$ cat src/rtl/adder_seq_64bit_if.sv
// Operand/result bundle for adder_seq_64bit: start request, operands and completed sum.
interface adder_seq_64bit_if #(
    parameter int NUM_SLICES = 4
);
    localparam int W = 16 * NUM_SLICES;

    logic         inStart;
    logic [W-1:0] inA;
    logic [W-1:0] inB;
    logic         inCarry;
    logic         outBusy;
    logic         outDone;
    logic [W-1:0] outSum;
    logic         outCarry;
    logic         outOverflow;

    modport master (
        output inStart, inA, inB, inCarry,
        input  outBusy, outDone, outSum, outCarry, outOverflow
    );

    modport slave (
        input  inStart, inA, inB, inCarry,
        output outBusy, outDone, outSum, outCarry, outOverflow
    );
endinterface

$ cat src/rtl/adder_seq_64bit.sv
// Multi-cycle wide adder reusing one 16-bit carry-select slice, LSB-first.
// Optional signed-overflow flag built only when ADDER_SEQ_OVERFLOW_EN is defined.

module adder_cs_16bit (
    input  logic [15:0] a_i,
    input  logic [15:0] b_i,
    input  logic        c_i,
    output logic [15:0] sum_o,
    output logic        c_o
);
    logic [8:0] lo;
    logic [8:0] hi0;
    logic [8:0] hi1;

    // Upper byte is computed for both carry values and selected by the lower carry.
    assign lo    = {1'b0, a_i[7:0]} + {1'b0, b_i[7:0]} + {8'b0, c_i};
    assign hi0   = {1'b0, a_i[15:8]} + {1'b0, b_i[15:8]};
    assign hi1   = hi0 + 9'd1;
    assign sum_o = {(lo[8] ? hi1[7:0] : hi0[7:0]), lo[7:0]};
    assign c_o   = lo[8] ? hi1[8] : hi0[8];
endmodule

// state  | meaning
// S_IDLE | waiting for inStart, operands captured on acceptance
// S_RUN  | one 16-bit slice per cycle, carry fed back through carry_q
// S_DONE | one-cycle outDone pulse, results already loaded
module adder_seq_64bit #(
    parameter int NUM_SLICES = 4
) (
    input  logic               clk,
    input  logic               rst,
    adder_seq_64bit_if.slave   bus
);
    localparam int W     = 16 * NUM_SLICES;
    localparam int IDX_W = $clog2(NUM_SLICES + 1);
    localparam logic [IDX_W-1:0] LAST_IDX = IDX_W'(NUM_SLICES - 1);

    typedef enum logic [1:0] {S_IDLE, S_RUN, S_DONE} state_t;

    state_t           state_q, state_d;
    logic [IDX_W-1:0] idx_q, idx_d;
    logic [W-1:0]     op_a_q, op_a_d;
    logic [W-1:0]     op_b_q, op_b_d;
    logic [W-1:0]     work_q, work_d;
    logic [W-1:0]     sum_q, sum_d;
    logic             carry_q, carry_d;
    logic             cout_q, cout_d;

    logic [IDX_W+3:0] shamt;
    logic [15:0]      slice_a, slice_b, slice_sum;
    logic             slice_cout;
    logic [W-1:0]     slice_ins, slice_mask;
    logic             accept, last_slice;

    assign shamt      = {idx_q, 4'b0000};
    assign slice_a    = 16'(op_a_q >> shamt);
    assign slice_b    = 16'(op_b_q >> shamt);
    assign slice_ins  = W'(slice_sum) << shamt;
    assign slice_mask = W'(16'hFFFF) << shamt;
    assign accept     = (state_q == S_IDLE) && bus.inStart;
    assign last_slice = (state_q == S_RUN) && (idx_q == LAST_IDX);

    adder_cs_16bit u_slice (
        .a_i   (slice_a),
        .b_i   (slice_b),
        .c_i   (carry_q),
        .sum_o (slice_sum),
        .c_o   (slice_cout)
    );

    always_ff @(posedge clk) begin
        if (rst) begin
            state_q <= S_IDLE;
        end else begin
            state_q <= state_d;
        end
    end

    always_comb begin
        state_d = state_q;
        case (state_q)
            S_IDLE:  if (bus.inStart) state_d = S_RUN;
            S_RUN:   if (last_slice) state_d = S_DONE;
            S_DONE:  state_d = S_IDLE;
            default: state_d = S_IDLE;
        endcase
    end

    always_comb begin
        bus.outBusy = (state_q != S_IDLE);
        bus.outDone = (state_q == S_DONE);
    end

    // Results load on the final RUN edge so they are visible during the DONE cycle.
    always_comb begin
        op_a_d  = op_a_q;
        op_b_d  = op_b_q;
        carry_d = carry_q;
        idx_d   = idx_q;
        work_d  = work_q;
        sum_d   = sum_q;
        cout_d  = cout_q;
        if (accept) begin
            op_a_d  = bus.inA;
            op_b_d  = bus.inB;
            carry_d = bus.inCarry;
            idx_d   = '0;
            work_d  = '0;
        end else if (state_q == S_RUN) begin
            work_d  = (work_q & ~slice_mask) | slice_ins;
            carry_d = slice_cout;
            idx_d   = idx_q + 1'b1;
            if (last_slice) begin
                sum_d  = work_d;
                cout_d = slice_cout;
            end
        end
    end

    always_ff @(posedge clk) begin
        if (rst) begin
            op_a_q  <= '0;
            op_b_q  <= '0;
            carry_q <= 1'b0;
            idx_q   <= '0;
            work_q  <= '0;
            sum_q   <= '0;
            cout_q  <= 1'b0;
        end else begin
            op_a_q  <= op_a_d;
            op_b_q  <= op_b_d;
            carry_q <= carry_d;
            idx_q   <= idx_d;
            work_q  <= work_d;
            sum_q   <= sum_d;
            cout_q  <= cout_d;
        end
    end

`ifdef ADDER_SEQ_OVERFLOW_EN
    logic ovf_q, ovf_d;

    always_comb begin
        ovf_d = ovf_q;
        if (last_slice) begin
            ovf_d = (op_a_q[W-1] == op_b_q[W-1]) && (work_d[W-1] != op_a_q[W-1]);
        end
    end

    always_ff @(posedge clk) begin
        if (rst) begin
            ovf_q <= 1'b0;
        end else begin
            ovf_q <= ovf_d;
        end
    end

    assign bus.outOverflow = ovf_q;
`else
    assign bus.outOverflow = 1'b0;
`endif

    assign bus.outSum   = sum_q;
    assign bus.outCarry = cout_q;
endmodule

$ cat src/flat_wrapper.sv
// flat-port wrapper written by rule: the top's interface ports become plain ports
module adder_seq_64bit_flat 
#(
    parameter int NUM_SLICES = 4
)
  (clk, rst, bus_inStart, bus_inA, bus_inB, bus_inCarry, bus_outBusy, bus_outDone, bus_outSum, bus_outCarry, bus_outOverflow);
  adder_seq_64bit_if #(.NUM_SLICES(NUM_SLICES)) bus_i ();
  input  logic clk;
  input  logic rst;
  input wire logic [$bits(bus_i.inStart)-1:0] bus_inStart;
  input wire logic [$bits(bus_i.inA)-1:0] bus_inA;
  input wire logic [$bits(bus_i.inB)-1:0] bus_inB;
  input wire logic [$bits(bus_i.inCarry)-1:0] bus_inCarry;
  output wire logic [$bits(bus_i.outBusy)-1:0] bus_outBusy;
  output wire logic [$bits(bus_i.outDone)-1:0] bus_outDone;
  output wire logic [$bits(bus_i.outSum)-1:0] bus_outSum;
  output wire logic [$bits(bus_i.outCarry)-1:0] bus_outCarry;
  output wire logic [$bits(bus_i.outOverflow)-1:0] bus_outOverflow;
  assign bus_i.inStart = bus_inStart;
  assign bus_i.inA = bus_inA;
  assign bus_i.inB = bus_inB;
  assign bus_i.inCarry = bus_inCarry;
  assign bus_outBusy = bus_i.outBusy;
  assign bus_outDone = bus_i.outDone;
  assign bus_outSum = bus_i.outSum;
  assign bus_outCarry = bus_i.outCarry;
  assign bus_outOverflow = bus_i.outOverflow;
  adder_seq_64bit #(.NUM_SLICES(NUM_SLICES)) u_core (.clk(clk), .rst(rst), .bus(bus_i));
endmodule
$ cat config.mk
export PLATFORM = sky130hd
export DESIGN_NAME = adder_seq_64bit_flat
export DESIGN_NICKNAME = d
export VERILOG_FILES = /design/src/rtl/adder_seq_64bit_if.sv /design/src/rtl/adder_seq_64bit.sv /design/src/flat_wrapper.sv
export SDC_FILE = /design/constraint.sdc
export NUM_CORES = 1
export LEC_CHECK = 0
export CAP_MARGIN = 20
export CORE_MARGIN = 5
export CORE_UTILIZATION = 52
export DETAILED_ROUTE_END_ITERATION = 8
export PLACE_DENSITY = 0.85
export SETUP_SLACK_MARGIN = 0.05
export SLEW_MARGIN = 20
export SYNTH_ARGS = -nofsm -noshare
export SYNTH_HDL_FRONTEND = slang
export SYNTH_SLANG_ARGS = --single-unit
$ cat constraint.sdc
create_clock -name clk -period 5.15 [get_ports clk]
set_clock_uncertainty 0.15 [all_clocks]
set_input_delay 1.2875 -clock clk [delete_from_list [all_inputs] [get_ports clk]]
set_output_delay 1.2875 -clock clk [all_outputs]
set_load 0.01 [all_outputs]
==> metrics.md <==
| Metric | Value |
|---|---|
| Status | completed |
| Final Setup Violations | 0 |
| Via count | 9,789 |
| Initial Util | 0.523 |
| Vias in the first global route | 9,159 |
| First-pass GRT wire length | 47,100 um |
| Post-synthesis cell count | 1,274 |
| Clk_lat worst skew | 0.53 ns |
| H-tree Lvls | 1 |
| NumNets Final | 1,568 |
| I/O pins | 200 |
| Fin. Hold Viols | 0 |
| CORE AREA | 0.0208 mm2 |
| FFs w/ async S/R, synth | 0 |
| Critical path endpoint category | flip-flop |
| Die ar. | 0.0239 mm2 |
| Yosys warnings | 0 |
| Leak Pwr | 0.00505 uW |
| Clk buf depth | 3 |
| CTS Sinks | 247 |
| Nature of the critical path startpoint | flip-flop |
| CTS tree | yes |
| Max VDD drop | 0.201 mV |
| Syn Nets | 1,430 |
| Mapped cell area | 0.0109 mm2 |
| Largest fanout on the critical path | 25 |
| PwrDens | 319 mW/mm2 |
| Register area share after synthesis | 0.454 |
| Post-route setup TNS | 0 ns |
| HP Class | reg -> reg |
| Detailed Route WL | 30,300 um |
| DRT iter0 DRCs | 880 |
| Hold_ws | 0.303 ns |
| Tcrit/Tclk final | 0.824 |
| Synth Flop Type | dfxtp_1 |
| Post-place instance area | 0.0130 mm2 |
| # resized after CTS | 0 |
| CTS Root Buffer Type | clkbuf_16 |
| Layout cells sized above 1 | 0.0826 |
| F_max | 0.236 GHz |
| Cell taking the most area after synthesis | dfxtp_1 |
| Synth unique cells | 66 |
| Via density | 5.74 |
| Die Span X | 155 um |
| Number of synthesized register bits | 247 |
| ANT cells | 0 |
| Worst Setup Path Type | reg -> reg |
| CTS hold repair buffers | 0 |
| CTS Buf Count | 25 |
| Max_cap viols | 0 |
| IO Port Bufs | 198 |
| Finished Cell Area | 0.0138 mm2 |
| Area Overhead vs Synth | 26.4% |
| Row count | 53 |
| Req. time, crit path | 5.39 ns |
| DRT Pass-1 Iters | 7 |
| Normalized max-slew margin | 0.271 |
| Congestion Overflow GR | 0 |
| Worst-margin pin slew | 1.09 ns |
| Worst Path Arrival | 4.48 ns |
| RSZ-0062 raised after global routing | no |
| EDFF count, synth | 0 |
| Min cycle time layout | 4.24 ns |
| Clk slew on worst S/H paths | 0.06 ns |
| Avg WL per Cell | 17.8 um |
| # DRC | 0 |
| Gr usage total | 0.240 |
| ANT nets after route | 0 |
| Max Transition Viols Final | 0 |
| Area share of the largest cell type after synthesis | 0.454 |
| Top cells by area, synth | dfxtp_1 (45%), nand2_1 (9.8%), a21oi_1 (7.0%), mux4_2 (5.8%), nor2_1 (4.2%) |
| Postcts setup bufs | 0 |
| Antenna violations before repair | 1 |
| Mean cell area of the mapped netlist | 8.55 um2 |
| Largest net degree at the start of global routing | 122 |
| DIE HEIGHT | 155 um |
| RD Place Congestion | 0.833 |
| Detail Placement HPWL | 20,900 um |
logic make-up (layout without fill, tap and decap cells):
family | after synthesis | after routing | synth area share
adders and majority gates | 24 | 24 | 0.0296
buffers and inverters | 123 | 278 | 0.0433
xor gates and xnor gates | 19 | 19 | 0.0174
AOI/OAI and AO/OA | 309 | 309 | 0.186
muxes | 34 | 34 | 0.0635
and+or+nand+nor | 517 | 517 | 0.205
other | 1 | 1 | 0.000344
DFF | 247 | 247 | 0.454
through the flow:
stage	cells	power (uW)	setup WS (ns)	utilization
floorplan	1274	2440	1.24	-
global route	1704	4550	0.658	0.661
global placement	1660	2670	1.01	0.623
detailed placement	1660	2680	0.959	0.623
CTS	1704	4400	0.926	0.661
finish	1704	4390	0.905	0.661
final cells by class:
class	count	area, um2
sequential	247	4950
clock buffer	35	693
fill	1647	7060
clock inverter	9	86.3
multi-input combinational	904	5490
tap	275	344
timing repair buffer	217	2140
inverter	17	63.8
critical path, cell delays in order, from the launching register on:
cell and delay (ns):
dfxtp_2 0.74, buf_4 0.44, mux4_2 0.25, and2_1 0.12, ha_1 0.16, inv_1 0.06, fa_1 0.47, xnor2_1 0.42
and3_1 0.24, and4_1 0.26, nand3_1 0.12, xor2_1 0.51, o21ai_1 0.15
metal layers:
layer / up-vias / part of all wire / global-route usage
met5: - / 0.00046 / 0
met2: 468 / 0.48 / 0.401
met1: 4561 / 0.41 / 0.320
met4: 2 / 0.030 / 0.0711
met3: 65 / 0.082 / 0.0400
li1: 4693 / - / -
flip-flops by register name (all words and copies together) (netlist names):
register             count
u_core.bus.outSum       64
u_core.op_a_q           64
u_core.op_b_q           64
u_core.work_q           48
u_core.idx_q             3
u_core.state_q           2
u_core.bus.outCarry      1
u_core.carry_q           1
path summary, 6_finish.rpt:
path | start | to | slack, ns | depth (start not counted)
worst max-delay path | u_core.idx_q[1]$_SDFFE_PP0P_ | u_core.work_q[15]$_SDFFE_PP0P_ | 0.91 | 12
worst min-delay path | u_core.op_b_q[55]$_SDFFE_PP0P_ | u_core.op_b_q[55]$_SDFFE_PP0P_ | 0.30 | 2
worst max register to register | u_core.idx_q[1]$_SDFFE_PP0P_ | u_core.work_q[15]$_SDFFE_PP0P_ | 0.91 | 12
worst min register to register | u_core.op_b_q[55]$_SDFFE_PP0P_ | u_core.op_b_q[55]$_SDFFE_PP0P_ | 0.30 | 2
report_power, final:
group / switching [uW] / total, uW / internal [uW]
sequential: 47.4 / 2030 / 1980
combinational: 368 / 627 / 258
clock: 745 / 1740 / 992
total: 1160 / 4390 / 3230
cells in the mapped netlist, drive strengths merged, types with 5 or more instances:
cell,number
a211oi,28
a21oi,154
a221oi,33
a22oi,56
and2,31
buf,15
clkbuf,91
dfxtp,247
ha,21
inv,17
mux2i,5
mux4,28
nand2,283
nand3,11
nor2,124
nor2b,10
nor3,38
o21a,5
o21ai,13
xnor2,15
layout by cell type, fill, tap and decap left out, drive strengths merged, types with 2 or more instances in the layout:
master and n:
a21o 4, clkbuf 35, fa 3, dfxtp 247, nor4 2, clkinv 4
nor2b 10, nor3 38, xnor2 15, nand4 2, a21oi 154, a211oi 28
nand2 283, ha 21, inv 19, nor3b 2, and2 31, mux4 28
xor2 4, a211o 2, o2111ai 2, buf 20, nand2b 4, or3 3
a31oi 3, o21ai 13, a221oi 33, o21a 5, nor2 124, clkdlybuf4s50 197
clkinvlp 2, nand3 11, a22oi 56, mux2i 5, and3 2
Note: power is estimated with default switching activity, not from simulation.
